<file path="config.mk">
export PLATFORM = sky130hd
export DESIGN_NAME = add_serial
export DESIGN_NICKNAME = d
export VERILOG_FILES = /design/src/rtl/add_serial.sv
export SDC_FILE = /design/constraint.sdc
export NUM_CORES = 1
export LEC_CHECK = 0
export ABC_CLOCK_PERIOD_IN_PS = 1510
export BUFFER_PORTS_ARGS = -buffer_cell sky130_fd_sc_hd__buf_2
export CAP_MARGIN = 5
export CELL_PAD_IN_SITES_DETAIL_PLACEMENT = 2
export CELL_PAD_IN_SITES_GLOBAL_PLACEMENT = 2
export CORE_MARGIN = 5
export CORE_UTILIZATION = 29
export CTS_BUF_LIST = sky130_fd_sc_hd__clkbuf_16
export DETAILED_ROUTE_END_ITERATION = 10
export PLACE_DENSITY_LB_ADDON = 0.08
export SYNTH_ARGS = -nofsm -noshare
export SYNTH_HDL_FRONTEND = slang
export SYNTH_SLANG_ARGS = --single-unit
</file>
<file path="constraint.sdc">
create_clock -name clk -period 1.51 [get_ports clk]
set_input_delay 0.151 -clock clk [delete_from_list [all_inputs] [get_ports clk]]
set_output_delay 0.151 -clock clk [all_outputs]
set_load 0.01 [all_outputs]
</file>
<file path="src/rtl/add_serial.sv">
// add_serial: bit-serial two's-complement adder.
// Accepts a WIDTH-bit operand pair plus carry-in over a valid/ready handshake,
// resolves one bit per clock through a single full-adder cell, and returns the
// sum and carry-out over a second valid/ready handshake.
// Optional feature macro: ADD_SERIAL_OVF_EN adds the signed-overflow output ovf.
module add_serial #(
  parameter int WIDTH = 4
) (
  input  logic             clk,
  input  logic             rst,
  input  logic             in_valid,
  output logic             in_ready,
  input  logic [WIDTH-1:0] a,
  input  logic [WIDTH-1:0] b,
  input  logic             cin,
  output logic             out_valid,
  input  logic             out_ready,
  output logic [WIDTH-1:0] s,
  output logic             cout
`ifdef ADD_SERIAL_OVF_EN
  ,
  output logic             ovf
`endif
);

  // Counter must hold 0..WIDTH-1; keep at least one bit for WIDTH=2.
  localparam int CW = (WIDTH > 2) ? $clog2(WIDTH) : 1;
  localparam logic [CW-1:0] LAST = CW'(WIDTH - 1);

  typedef enum logic [1:0] {
    IDLE = 2'd0,
    RUN  = 2'd1,
    DONE = 2'd2
  } state_t;

  state_t          state_r;
  state_t          state_s;
  logic [WIDTH-1:0] a_r;
  logic [WIDTH-1:0] b_r;
  logic [WIDTH-1:0] s_r;
  logic             c_r;      // running carry; after the MSB it is the carry-out
  logic [CW-1:0]    cnt_r;
  logic             sum_bit_s;
  logic             carry_s;
  logic             accept_s;
  logic             last_s;

  // Single full-adder cell fed by the operand LSBs and the carry flop.
  always_comb begin
    sum_bit_s = a_r[0] ^ b_r[0] ^ c_r;
    carry_s   = (a_r[0] & b_r[0]) | (a_r[0] & c_r) | (b_r[0] & c_r);
  end

  assign accept_s = in_valid && in_ready;
  assign last_s   = (state_r == RUN) && (cnt_r == LAST);

  // State register; reset wins over both handshakes.
  always_ff @(posedge clk) begin
    if (rst) begin
      state_r <= IDLE;
    end else begin
      state_r <= state_s;
    end
  end

  // Next-state and handshake outputs decoded from the registered state.
  always_comb begin
    state_s   = state_r;
    in_ready  = 1'b0;
    out_valid = 1'b0;
    case (state_r)
      IDLE: begin
        in_ready = !rst;
        if (in_valid && !rst) begin
          state_s = RUN;
        end else begin
          state_s = IDLE;
        end
      end
      RUN: begin
        if (cnt_r == LAST) begin
          state_s = DONE;
        end else begin
          state_s = RUN;
        end
      end
      DONE: begin
        out_valid = 1'b1;
        if (out_ready) begin
          state_s = IDLE;
        end else begin
          state_s = DONE;
        end
      end
      default: begin
        state_s = IDLE;
      end
    endcase
  end

  // Datapath: load on acceptance, shift one bit per RUN cycle, hold otherwise.
  always_ff @(posedge clk) begin
    if (rst) begin
      a_r   <= '0;
      b_r   <= '0;
      s_r   <= '0;
      c_r   <= 1'b0;
      cnt_r <= '0;
    end else if (accept_s) begin
      a_r   <= a;
      b_r   <= b;
      c_r   <= cin;
      cnt_r <= '0;
    end else if (state_r == RUN) begin
      a_r   <= a_r >> 1;
      b_r   <= b_r >> 1;
      s_r   <= {sum_bit_s, s_r[WIDTH-1:1]};
      c_r   <= carry_s;
      cnt_r <= cnt_r + CW'(1);
    end else begin
      a_r   <= a_r;
      b_r   <= b_r;
      s_r   <= s_r;
      c_r   <= c_r;
      cnt_r <= cnt_r;
    end
  end

  assign s    = s_r;
  assign cout = c_r;

`ifdef ADD_SERIAL_OVF_EN
  logic ovf_r;

  // Overflow: carry into the MSB (c_r) XOR carry out of the MSB, taken on the last bit.
  always_ff @(posedge clk) begin
    if (rst) begin
      ovf_r <= 1'b0;
    end else if (last_s) begin
      ovf_r <= c_r ^ carry_s;
    end else begin
      ovf_r <= ovf_r;
    end
  end

  assign ovf = ovf_r;
`endif

endmodule

</file>
Yosys cells after proc, flatten, opt, wreduce, memory -nomap -nowiden --
Index checks and enable logic that the tools add are counted.
Storage, ports and cells: register bits after elaboration 17, latch bits 0, memory bits (writable) 0, memory bits (read-only) 0, input bits 13, memories 0
Operators by class: add/subtract/negate cells 1, $mul 0, divide/modulo/power cells 0, $lt $le $gt $ge 0, equal/unequal tests 3, shift-type cells 0, muxes and demuxes 12, bitwise gates (word level) 8, reductions and logical operators 7
Operators with widths (number):
- $mux W4 | 4
- $pmux W2 S3 | 1
- $mux W1 | 5
- $eq A2 B2 Y1 const B | 2
- $mux W2 | 2
- $and A1 B1 Y1 | 3
- $add A2 B1 Y2 const B | 1
- $eq A2 B1 Y1 const B | 1
- $logic_and A1 B1 Y1 | 2
- $logic_not A2 Y1 | 1
- $or A1 B1 Y1 | 2
- $reduce_and A2 Y1 | 1
- $reduce_bool A2 Y1 | 1
- $reduce_or A2 Y1 | 1
- $xor A1 B1 Y1 | 2
- $logic_not A1 Y1 | 1
- $not A1 Y1 | 1

Longest topological paths before layout --
depth after elaboration 5, gate-level depth with buffers 5, mapped depth without buffers 3

Worst setup path before layout --
No wires, ideal clock.
path type reg-to-reg, start register state_r[0], end register b_r[2], setup time 0.130 ns, arrival 1.212 ns, slack 0.169 ns, stages on the path, launching flop included 6, cells stage by stage dfxtp_1 -> buf_6 -> or4b_4 -> buf_6 -> nor2_1 -> a311oi_2
On the way: longest elaborated chain between the ends 4, elaborated cells on any way between the ends 6, those cells by class eq/ne (1); mux (2); reduce/logical (3)
RTL lines:
- start: declaration | RTL line 36 | state_t state_r;
- start signal: assignment | RTL line 62 | state_r <= state_s;
- $logic_not A2 Y1 | RTL line 71 | case (state_r)
- $mux W1 | RTL line 71
- $logic_and A1 B1 Y1 | RTL line 54 | assign accept_s = in_valid && in_ready;
- $mux W4 or $reduce_bool A2 Y1 (tied branches)
- end signal: assignment | RTL line 116 | b_r <= b_r >> 1;
- end signal: assignment | RTL line 122 | b_r <= b_r;
- end: declaration | RTL line 39 | logic [WIDTH-1:0] b_r;
Several ways; a longest one is shown, not always the timed one. A chain may end at the register's enable or synchronous reset.

Worst setup path after layout --
Same ends and word-level chain as after synthesis.

==> reports/results.tsv <==
metric	value	unit
clock root buffer	clkbuf_16	
Worst Path Max Fanout	10	
Worst Path Required	1640	ps
proportion of layout cells with a drive suffix above 1	0.290	
largest net degree at the start of global routing	19	
VDD IR-drop max	0.514	mV
clk sink count	17	
synth warn	0	
unrepaired setup endpoints after global routing	false	
most frequent cells in the layout	buf_2, nand2_1, dfxtp_1	
PD cells	1200	nW/um2
standard-cell rows	18	
crit end category	flip-flop	
setup tns final	0	ps
worst slew pin tran	346	ps
fin nets	123	
minimum clock period	1370	ps
TritonCTS clock tree	built	
GRT overflow	0	
crit path launch type	flip-flop	
Mapped Area	767	um2
Net Count, Synth	101	
initial antenna violation count	0	
routed length per instance	15.3	um
first-pass GRT wire length	3.46	mm
CP arrival	1500	ps
first-pass detailed-route iteration total	2	
final hold vios	0	
Starting Density	0.307	
Total GRT Usage	0.130	
Pins Over Slew Limit	0	
Final Skew	3.61	ps
Die ar.	3770	um2
clk slew on worst S/H paths	50	ps
CTS Buffer Depth	2	
antenna cells	0	
post_cts resized	0	
Boundary Pins	20	
vias in the first global route	761	
antenna-violating nets left	0	
leak pwr	0.399	nW
global placer's final weighted congestion	0.642	
CTS Hold Bufs	0	
commonest non-fill, non-tap cell in the layout	buf_2	
Max Cap Viol	0	
status	finished clean	
register bit total from synthesis	17	
max frequency	728	MHz
Vias per Instance	5.10	
Final Instance Area	965	um2
H-tree depth	1	
total wire length	2.10	mm
dpl cell area	886	um2
number of setup buffers added after CTS	0	
syn_area_per_cell	8.92	um2
die boundary width	61.4	um
WS Path Type	reg2reg	
post-synth cell types	22	
die height	61.4	um
area delta synth->final	25.8	%
number of port buffers	19	
CTS buffer count	3	
final period utilization	0.910	
fin util	0.386	
max_slew headroom	0.769	
DRC	0	
# setup viols final	0	
via count	699	
sequential fraction of the synthesis area	0.444	
cell count after synthesis	86	
Hold/Removal Path Class	in2reg	
DP HPWL	1.46	mm
Skew-Pair Late Insertion Delay	250	ps
initial DRC count	14	
CORE AREA	2500	um2
[final cells by class]
cell class              count  area, um2
repair buffers             23        125
multi-input cells          63        383
well taps                  30       37.5
flip-flops and latches     17        340
clock inverters             1       3.75
fillers                   290       1540
clock buffers               3       75.1
[registers in the layout, summed over array words and instances, names as in the netlist]
register	flops
a_r	4
b_r	4
cnt_r	2
cout	1
s	4
state_r	2
[report_power, final]
part,total (mW),internal (mW),switching [mW]
combinational,0.127,0.0582,0.0691
clock,0.533,0.352,0.182
sequential,0.492,0.473,0.0191
total,1.15,0.883,0.270
[worst paths after layout]
| check | start | endpoint | slack, ps | depth (start not counted) |
|---|---|---|---|---|
| setup / recovery | state_r[0] | b_r[2] | 140 | 3 |
| hold / removal | b[3] | b_r[3] | 140 | 3 |
| setup reg to reg | state_r[0] | b_r[2] | 140 | 3 |
| hold reg to reg | a_r[2] | a_r[1] | 460 | 2 |
[metrics by stage]
stage / cells / hold WS, ps / power [mW] / worst slack [ps]
floorplan: 86 / 287 / 0.585 / 169
global placement: 133 / 394 / 0.626 / 179
detailed placement: 133 / 405 / 0.631 / 142
CTS: 137 / 138 / 1.18 / 134
global route: 137 / 149 / 1.21 / 46.5
finish: 137 / 137 / 1.15 / 135
[worst max-delay path, stage by stage (launching register included)]
cell and delay, ps:
dfxtp_1 400, or4b_4 640, nor2_1 150, a311oi_2 60
[logic make-up (layout without fill, tap and decap cells)]
kind of cell	after synthesis	count (layout)	synth area share
AOI/OAI and AO/OA	21	21	0.175
xor gates and xnor gates	1	1	0.0114
adders and majority gates	2	2	0.0424
buffers and inverters	6	27	0.0571
DFF	17	17	0.444
muxes	1	1	0.0131
and+or+nand+nor	38	38	0.258
[Yosys cell counts]
library cell	number	area share
nand2_1	18	0.088
dfxtp_1	17	0.44
a21oi_1	13	0.085
nor2_1	8	0.039
a211oi_1	6	0.059
nor3_1	3	0.020
and2b_2	2	0.023
buf_2	2	0.013
buf_6	2	0.029
nand2b_1	2	0.016
nand3_1	2	0.013
a2111oi_0	1	0.011
a311oi_2	1	0.020
buf_4	1	0.0098
clkbuf_1	1	0.0049
fa_1	1	0.026
ha_1	1	0.016
mux2i_1	1	0.013
nand3b_1	1	0.0098
nor4b_4	1	0.031
or4b_4	1	0.018
xnor2_1	1	0.011
[layer usage]
layer / vias to the layer above / global-route usage / wire length [um]
li1: 340 / - / -
met1: 340 / 0.152 / 1020
met2: 14 / 0.215 / 931
met3: 5 / 0.0398 / 100
met4: 0 / 0.0636 / 40
met5: - / 0 / 0
No activity file was read; power rests on OpenSTA's default activity.
